`config.mk`:
```
export PLATFORM = sky130hd
export DESIGN_NAME = pipelined_subtractor
export DESIGN_NICKNAME = d
export VERILOG_FILES = /design/src/rtl/pipelined_subtractor_pkg.sv /design/src/rtl/pipelined_subtractor_full_subtractor.sv /design/src/rtl/pipelined_subtractor.sv
export SDC_FILE = /design/constraint.sdc
export NUM_CORES = 1
export LEC_CHECK = 0
export BUFFER_PORTS_ARGS = -buffer_cell sky130_fd_sc_hd__buf_2
export CORE_UTILIZATION = 55
export CTS_BUF_LIST = sky130_fd_sc_hd__clkbuf_2 sky130_fd_sc_hd__clkbuf_4 sky130_fd_sc_hd__clkbuf_8
export CTS_CLUSTER_DIAMETER = 100
export DETAILED_ROUTE_END_ITERATION = 10
export PLACE_DENSITY = 0.72
export SLEW_MARGIN = 10
export SYNTH_ARGS = -nofsm -noshare
export SYNTH_HDL_FRONTEND = slang
export SYNTH_HIERARCHICAL = 1
export SYNTH_SLANG_ARGS = --single-unit
```
`constraint.sdc`:
```
create_clock -name clk -period 2.01 [get_ports clk]
set_input_delay 0.3015 -clock clk [delete_from_list [all_inputs] [get_ports clk]]
set_output_delay 0.3015 -clock clk [all_outputs]
set_load 0.02 [all_outputs]
```
`src/rtl/pipelined_subtractor_pkg.sv`:
```
// rtl/pipelined_subtractor_pkg.sv - shared sizing, stage-register type and configuration check for pipelined_subtractor
package pipelined_subtractor_pkg;

    localparam int SUB_WIDTH      = 8;
    localparam int SUB_STAGE_BITS = 2;
    localparam int NSTAGE         = SUB_WIDTH / SUB_STAGE_BITS;

    // Operands travel at full width; each stage only reads its own slice of a_hi/b_hi.
    // diff_lo holds the result bits resolved so far.
    typedef struct packed {
        logic                 valid;
        logic [SUB_WIDTH-1:0] a_hi;
        logic [SUB_WIDTH-1:0] b_hi;
        logic [SUB_WIDTH-1:0] diff_lo;
        logic                 borrow;
    } stage_t;

    function automatic bit cfg_ok(input int width, input int stage_bits);
        return (stage_bits > 0) && (width > 0) && ((width % stage_bits) == 0);
    endfunction

endpackage

```
`src/rtl/pipelined_subtractor_full_subtractor.sv`:
```
// rtl/pipelined_subtractor_full_subtractor.sv - one-bit full subtractor cell (d = x - y - bin)
module full_subtractor (
    input  logic x,
    input  logic y,
    input  logic bin,
    output logic d,
    output logic bout
);

    assign d    = x ^ y ^ bin;
    assign bout = (~x & y) | (~(x ^ y) & bin);

endmodule

```
`src/rtl/pipelined_subtractor.sv`:
```
// rtl/pipelined_subtractor.sv - skewed ripple-borrow pipelined subtractor with valid/ready handshake
// Optional build macro PIPELINED_SUBTRACTOR_SAT_EN clamps the result to 0 on borrow.
module pipelined_subtractor
    import pipelined_subtractor_pkg::*;
#(
    parameter int WIDTH      = SUB_WIDTH,
    parameter int STAGE_BITS = SUB_STAGE_BITS
) (
    input  logic             clk,
    input  logic             rst_n,
    input  logic             in_valid,
    output logic             in_ready,
    input  logic [WIDTH-1:0] a,
    input  logic [WIDTH-1:0] b,
    output logic             out_valid,
    input  logic             out_ready,
    output logic [WIDTH-1:0] diff,
    output logic             borrow
);

    if (!cfg_ok(WIDTH, STAGE_BITS) || WIDTH != SUB_WIDTH || STAGE_BITS != SUB_STAGE_BITS) begin : g_bad_cfg
        $error("pipelined_subtractor: WIDTH must be a multiple of STAGE_BITS and match the package sizing");
    end

    // st[0] is the entry register, st[NSTAGE] doubles as the output register.
    stage_t st  [0:NSTAGE];
    stage_t nxt [1:NSTAGE];
    logic   advance;

    assign advance   = ~st[NSTAGE].valid | out_ready;
    assign in_ready  = advance;
    assign out_valid = st[NSTAGE].valid;
    assign diff      = st[NSTAGE].diff_lo;
    assign borrow    = st[NSTAGE].borrow;

    for (genvar k = 1; k <= NSTAGE; k++) begin : g_stage
        localparam int LO = (k - 1) * STAGE_BITS;

        logic [STAGE_BITS:0]   bw;
        logic [STAGE_BITS-1:0] d;
        stage_t                s;

        assign bw[0] = (k == 1) ? 1'b0 : st[k-1].borrow;

        for (genvar i = 0; i < STAGE_BITS; i++) begin : g_bit
            full_subtractor u_fs (
                .x    (st[k-1].a_hi[LO+i]),
                .y    (st[k-1].b_hi[LO+i]),
                .bin  (bw[i]),
                .d    (d[i]),
                .bout (bw[i+1])
            );
        end

        always_comb begin
            s                             = st[k-1];
            s.diff_lo[LO +: STAGE_BITS]   = d;
            s.borrow                      = bw[STAGE_BITS];
`ifdef PIPELINED_SUBTRACTOR_SAT_EN
            if (k == NSTAGE && bw[STAGE_BITS]) begin
                s.diff_lo = '0;
            end
`else
`endif
        end

        assign nxt[k] = s;
    end

    // Global stall: every stage moves only when the output slot is free or being drained.
    always_ff @(posedge clk or negedge rst_n) begin
        if (!rst_n) begin
            for (int k = 0; k <= NSTAGE; k++) begin
                st[k] <= '0;
            end
        end else if (advance) begin
            st[0] <= stage_t'{valid: in_valid, a_hi: a, b_hi: b, diff_lo: '0, borrow: 1'b0};
            for (int k = 1; k <= NSTAGE; k++) begin
                st[k] <= nxt[k];
            end
        end
    end

endmodule

```
==> impl_results.md, run 1 <==
- Vias per inst: 4.82
- Leakage: approximately 1.9 nW
- Synth Warn #: 6
- Crit path top cell by count: inv_1
- Layout area overhead: 11.8%
- Bufs on Longest Clock Path: 2
- Status: completed
- Final hold vios: 0
- Mapped Cells: 180
- Clk sinks: 69
- Power Density: about 1600 nW/um^2
- Post-synthesis cell type count: 8
- Core Area: roughly 5500 um^2
- Most frequent cells in the layout: 69 x dfrtp_1, 68 x mux2_4, 30 x buf_2
- Diode count: 0
- Sw Ratio: 0.287
- Post-synthesis sequential area ratio: 0.543
- Seq pwr share: 0.411
- Max Transition Viols Final: 0
- Critical path type: reg -> reg
- Critical path buffers and inverters: 3
- Final Net Count: roughly 250
- Hold Path Class: in -> reg
- Worst vdd ir: approximately 900 uV
- Mean post-synth cell area: 17.7 um^2
- Initial antenna violation count: 0
- Final instance count without filler cells: about 300
- Critical-path cell list: inv_1 > fa_1 > inv_1 > inv_1 > fa_1 > mux2_4
- IO Port Bufs: 30
- Combinational group share of total power: 0.393
- Die height: around 78 um
- RSZ-0062 raised after global routing: false
- Pre-antenna DRT Iters: 3
- Worst EP arrival: around 2 ns
- Global route total overflow: 0
- CTS tree: built
- Io pins: 31
- Nature of the critical path startpoint: register
- CTS Root Cell: clkbuf_8
- Antenna viol nets, final: 0
- Commonest non-fill, non-tap cell in the layout: dfrtp_1
- Worst path max stage delay: approximately 0.45 ns
- Post-DP HPWL: 2910 um
- Postcts setup bufs: 0
- Fraction of layout cells with a size suffix above 1: 0.536
- Num rows: 27
- Total GRT Usage: 0.179
- Final Skew: slightly below 0.01 ns
- Internal power: 4.16 mW
- Vias in the first global route: 1601
- DRC viols: 0
- Largest delay contributor family on the critical path: adder cells
- Net Sw Power: about 1.7 mW
- Clk slew on worst S/H paths: 0.07 ns
- Net Count, Synth: roughly 210
- Largest net degree at the start of global routing: 70
- Fmax: between 0.5 and 0.6 GHz
- Critical path's slowest cell: fa_1
- Final period util: 0.885
- Routed wire length: 4480 um
- #FFs+latches synth: a little under 70
- H-tree Lvls: 3
- First-pass GRT wire length: slightly below 8000 um
- Clock Latency Late Sink: approximately 0.34 ns
- Die width: slightly below 80 um
- Placer Congestion: ~0.67
- Routed vias: 1427
- DR WL/cell: 15.1 um
- Setup TNS: 0 ns
- Final min period: around 1.8 ns
- Initial DRC count: 42
- Final setup vio count: 0
- Worst Path Required: roughly 2.2 ns
- Placed insts: 280
- Number of max-cap violations: 0
- Clk pwr share: 0.196
- Post-Syn Area: ~3200 um^2
- Initial Util: 0.574
- DIE AREA: 6090 um^2
- CP endpoint kind: register
- CTS Buf Count: 9
- Crit Path Max Fanout: 2
per-layer routing:
| layer | vias to the layer above | track usage | share of wire |
|---|---|---|---|
| li1 | 660 | - | - |
| met2 | 23 | 0.265 | 0.49 |
| met4 | 0 | 0.111 | 0.026 |
| met5 | - | 0 | 0 |
| met3 | 10 | 0.0500 | 0.031 |
| met1 | 734 | 0.233 | 0.45 |
logic make-up after synthesis:
logic type    Yosys count  synth area share
fa+ha+maj               8            0.0503
buf+inv                32            0.0786
simple gates            2           0.00629
other cells             1           0.00118
flops                  69             0.543
mux                    68             0.321
flip-flops by register name (all words and copies together) (netlist names):
signal and flops:
diff 8, borrow 1, g_stage.bw 3, g_stage.s 56, out_valid 1
final cells by class:
type / instances / area, um^2
clock buffer: 14 / 174
timing repair buffer: 37 / 243
clock inverter: 1 / 30.0
tap: 72 / 90.1
multi-input combinational: 79 / 1200
fill: 404 / 1980
sequential: 69 / 1730
inverter: 24 / 90.1
power by group through the flow:
stage / clock network (mW) / registers [mW] / logic, mW
4_1_cts: 1.18 / 2.41 / 2.34
3_3_place_gp: 0 / 2.38 / 2.22
3_5_place_dp: 0 / 2.42 / 2.32
6_report: 1.14 / 2.40 / 2.29
2_1_floorplan: 0 / 2.44 / 1.91
5_1_grt: 1.24 / 2.48 / 2.51
path summary, 6_finish.rpt:
check / start / to / slack [ns] / cells after the start
max in group asynchronous: rst_n / diff[7] / 1.22 / 3
min reg2reg: g_stage[4].s[25] / out_valid / 0.47 / 1
min in group asynchronous: rst_n / diff[1] / 0.52 / 3
max: g_stage[4].s[15] / diff[7] / 0.23 / 6
max reg2reg: g_stage[4].s[15] / diff[7] / 0.23 / 6
min: a[5] / g_stage[1].s[22] / 0.19 / 2
synth_stat cells (all sizes together):
library cell / n / area [um^2]
buf: 8 / 160
mux2: 68 / 1020
fa: 8 / 160
inv: 24 / 90.1
nand2b: 2 / 20.0
conb: 1 / 3.75
dfrtp: 69 / 1730
what timing repair did:
action | CTS | global route
hold buffers | 1 | 0
endpoints found under the hold margin | 63 | 0
gates resized for setup | 0 | 0
stage by stage:
| stage | utilization | hold WS [ns] | instance area (um^2) | worst slack [ns] | power [mW] |
|---|---|---|---|---|---|
| 2_1_floorplan | - | 0.00591 | 3180 | 0.356 | 4.35 |
| 3_3_place_gp | 0.604 | 0.344 | 3340 | 0.277 | 4.59 |
| 3_5_place_dp | 0.604 | 0.349 | 3340 | 0.251 | 4.74 |
| 4_1_cts | 0.642 | 0.173 | 3560 | 0.213 | 5.93 |
| 5_1_grt | 0.642 | 0.174 | 3560 | 0.155 | 6.24 |
| 6_report | 0.642 | 0.187 | 3560 | 0.231 | 5.83 |
Power figures use the tool's default switching activity.
==> run 2: changes to the inputs <==
Settings changed: SYNTH_HIERARCHICAL 1 to unset.
==> run 2 against run 1 <==
  * Sequential share of layout area rose by 1.0 points
  * Die area fell by 2.5%
  * Critical endpoint is now in_ready
  * Sequential cell count did not move
  * Total power fell by 2.6%
  * Register-to-register slack improved by 0.08 ns
  * Final cell count fell by 2.7%
  * Largest power group unchanged
  * Critical path depth fell by 4
  * Highest routed layer unchanged
  * Wire length rose by 2.8%
  * Critical path type is now reg -> out
  * Maximum frequency rose by 1.7%
  * Clock-buffer cell count fell by 2
==> impl_results.md, run 2 <==
- Pre-antenna DRT Iters: 4 (+1)
- Placer Congestion: 0.798 (+19%)
- Max FFs per register: 56 (unchanged)
- Num rows: 26 (-3.7%)
- Initial Util: 0.589 (+0.0143)
- Synth area leaders: dfrtp_1 56%, mux2_4 29%, buf_12 4.5%, fa_1 4.5%, nor3b_1 1.9%
- DIE AREA: 5940 um^2 (-2.5%)
- Placed inst area: 3260 um^2 (-2.4%)
- Vias per inst: 5.10 (+5.8%)
- CP endpoint kind: output pin
- Mapped Cells: 176 (-2.2%)
- Internal power: 3.98 mW (-4.2%)
- Antenna viol nets, final: 0 (unchanged)
- FF+latch area: 1730 um^2 (unchanged)
- Bufs on Longest Clock Path: 2 (unchanged)
- Routed vias: 1469 (+2.9%)
- Largest net degree at the start of global routing: 70 (unchanged)
- Global route total overflow: 0 (unchanged)
- Total GRT Usage: 0.188 (+0.00913)
- Max Transition Viols Final: 0 (unchanged)
- Top-area cell type share of the netlist area: 0.557 (+0.0140)
- Post-synth EDFFs: 0 (unchanged)
- Max_slew headroom: 0.748
- Initial antenna violation count: 0 (unchanged)
- Clk pwr share: 0.203 (+0.007)
- RSZ-0062 raised after global routing: false
- Net Sw Power: 1.70 mW (+1.3%)
- Post-synthesis mux area share: 0.290 (-0.0304)
- Net Count, Synth: 204 (-1.9%)
- Cell with the most instances after synthesis: dfrtp_1
- Synth Warn #: 0 (-6)
- Critical path type: reg -> out
- Final Net Count: 241 (-2.8%)
- Final hold vios: 0 (unchanged)
- H-tree Lvls: 3 (unchanged)
- Sw Ratio: 0.299 (+0.0115)
- Worst vdd ir: 793 uV (-9.6%)
- CTS tree: built
- Final min period: 1.75 ns (-0.0291 ns)
- Post-Syn Area: 3100 um^2 (-2.5%)
- CTS Buf Count: 9 (unchanged)
- Largest family of logic cells by synthesized area: multiplexers
- Routed wire length: 4610 um (+2.8%)
- Setup TNS: 0 ns (unchanged)
- Layout area overhead: 12.3%
- DR WL/cell: 16.0 um (+5.6%)
- Final Skew: 0.00475 ns (-0.00486 ns)
- Post-synthesis sequential area ratio: 0.557 (+0.0140)
- Post-Layout Inst Area: 3480 um^2 (-2.1%)
- Commonest non-fill, non-tap cell in the layout: dfrtp_1
- Number of max-cap violations: 0 (unchanged)
- Multi-input gate area: 1170 um^2 (-2.6%)
- Core Area: 5270 um^2 (-4.9%)
- CTS Root Cell: clkbuf_8
- Clock Latency Late Sink: 0.34 ns (about the same)
- Worst-Margin Slew: approximately 0.38 ns
- Top_reg_cell synth: dfrtp_1
- DRC viols: 0 (unchanged)
- Nature of the critical path startpoint: register
- Mean post-synth cell area: 17.6 um^2 (-0.30%)
- Final setup vio count: 0 (unchanged)
- Io pins: 31 (unchanged)
- Clk sinks: 69 (unchanged)
- Synth cell count leaders: 69 x dfrtp_1, 60 x mux2_4, 12 x inv_1, 8 x a21oi_1, 8 x nor3b_1
- Vias in the first global route: 1709 (+6.7%)
- Fraction of layout cells with a size suffix above 1: 0.509 (-0.0265)
- Crit Path Max Fanout: 19 (+17)
- Post-synthesis cell type count: 12 (+4)
- Status: completed
- Die height: 77.1 um (-1.2%)
- Combinational group share of total power: 0.367 (-0.026)
- Top cell type by total area after synthesis: dfrtp_1
- Worst Path Required: 1.71 ns (-0.52 ns)
- Synth Area in Adders: 0.0492 (-0.00112)
- Leakage: 1.74 nW (-6.3%)
- Simple-gate portion of the synthesized area: 0.0258 (+0.0195)
- Post-CTS Resized: 0 (unchanged)
- Clk slew on worst S/H paths: 0.07 ns (about the same)
- Most frequent cells in the layout: 69 x dfrtp_1, 60 x mux2_4, 30 x buf_2
- Post-DP HPWL: 3090 um (+6.1%)
- Worst EP arrival: 1.45 ns (-0.55 ns)
- First-pass GRT wire length: 8350 um (+5.5%)
- IO Port Bufs: 30 (unchanged)
- Ys async rst share: 1.00 (unchanged)
- Diode count: 0 (unchanged)
- Post-Synth XOR/XNOR Area: 0 (unchanged)
- Filler Cell Count: 409 (+1.2%)
- Fmax: 0.571 GHz (+1.7%)
- Final core area utilization: 0.661 (+0.0187)
- Hold Path Class: in -> reg
- Initial DRC count: 41 (-2.4%)
- Seq pwr share: 0.429 (+0.018)
- Die width: 77.1 um (-1.2%)
- Area fraction in compound gates after synthesis: 0.0129 (+0.0129)
- #FFs+latches synth: 69 (unchanged)
- Power Density: 1630 nW/um^2 (-0.51%)
- Final period util: 0.871 (-0.0145)
-- run 2: cell count changes after synthesis --
| cell | change |
|---|---|
| buf_6 | +1 |
| mux2_4 | -8 |
| buf_12 | -1 |
| buf_2 | +1 |
| a21oi_1 | +8 |
| nor3b_1 | +8 |
| conb_1 | -1 |
| fa_1 | -1 |
| ha_1 | +1 |
| inv_1 | -12 |
-- run 2: critical path, cell delays in order, from the launching register on --
cell and delay (ns):
dfrtp_1 0.50, nand2b_4 0.37, buf_2 0.24
-- run 2: layout make-up --
class,instances,share of cell area
Clock buffer,12,0.0474
Clock inverter,4,0.0129
Inverter,12,0.0129
Multi-Input combinational cell,86,0.337
Sequential cell,69,0.496
Tap cell,70,0.0251
Timing Repair Buffer,35,0.0690
-- run 2: per-stage QoR --
stage                     hold WS, ns  std cells  setup WS (ns)  total power, mW
after floorplan               0.00591        176          0.392             4.14
after global placement          0.340        271          0.365             4.44
after detailed placement        0.345        271          0.300             4.56
after CTS                       0.171        288          0.239             5.75
after global routing            0.174        288          0.165             6.05
final                           0.189        288          0.260             5.68
-- run 2: worst paths after layout --
| path | from | endpoint | slack (ns) | cells past startpoint |
|---|---|---|---|---|
| min reg2reg | g_stage[4].s[25] | out_valid | 0.48 | 1 |
| max in group asynchronous | rst_n | out_valid | 1.23 | 3 |
| max | out_valid | in_ready | 0.26 | 2 |
| min | a[5] | g_stage[1].s[22] | 0.19 | 2 |
| max reg2reg | g_stage[3].s[13] | g_stage[4].s[6] | 0.31 | 4 |
| min in group asynchronous | rst_n | g_stage[1].s[14] | 0.50 | 3 |
-- run 2: logic make-up (layout without fill, tap and decap cells) --
| group | Yosys count | in the layout |
|---|---|---|
| adder cells (fa/ha/maj) | 8 | 8 |
| AO/OA/AOI/OAI | 8 | 8 |
| multiplexers | 60 | 60 |
| AND/OR/NAND/NOR | 10 | 10 |
| buffers and inverters | 21 | 63 |
| flip-flops | 69 | 69 |
-- run 2: power by group through the flow --
stage	clock network [mW]	logic (mW)	registers, mW
3_5_place_dp	0	2.10	2.46
2_1_floorplan	0	1.69	2.45
4_1_cts	1.19	2.11	2.45
3_3_place_gp	0	2.02	2.41
6_report	1.16	2.09	2.44
5_1_grt	1.24	2.28	2.53
-- run 2: per-layer routing --
metal / share of wire / up-vias / GRT usage
li1: - / 670 / -
met1: 0.45 / 761 / 0.236
met2: 0.49 / 29 / 0.294
met3: 0.041 / 9 / 0.0714
met4: 0.016 / 0 / 0.0736
met5: 0 / - / 0
-- run 2: timing repair --
action / CTS / global route
hold buffers: 1 / 0
hold endpoints to repair: 69 / 0
buffers inserted: 0 / 0
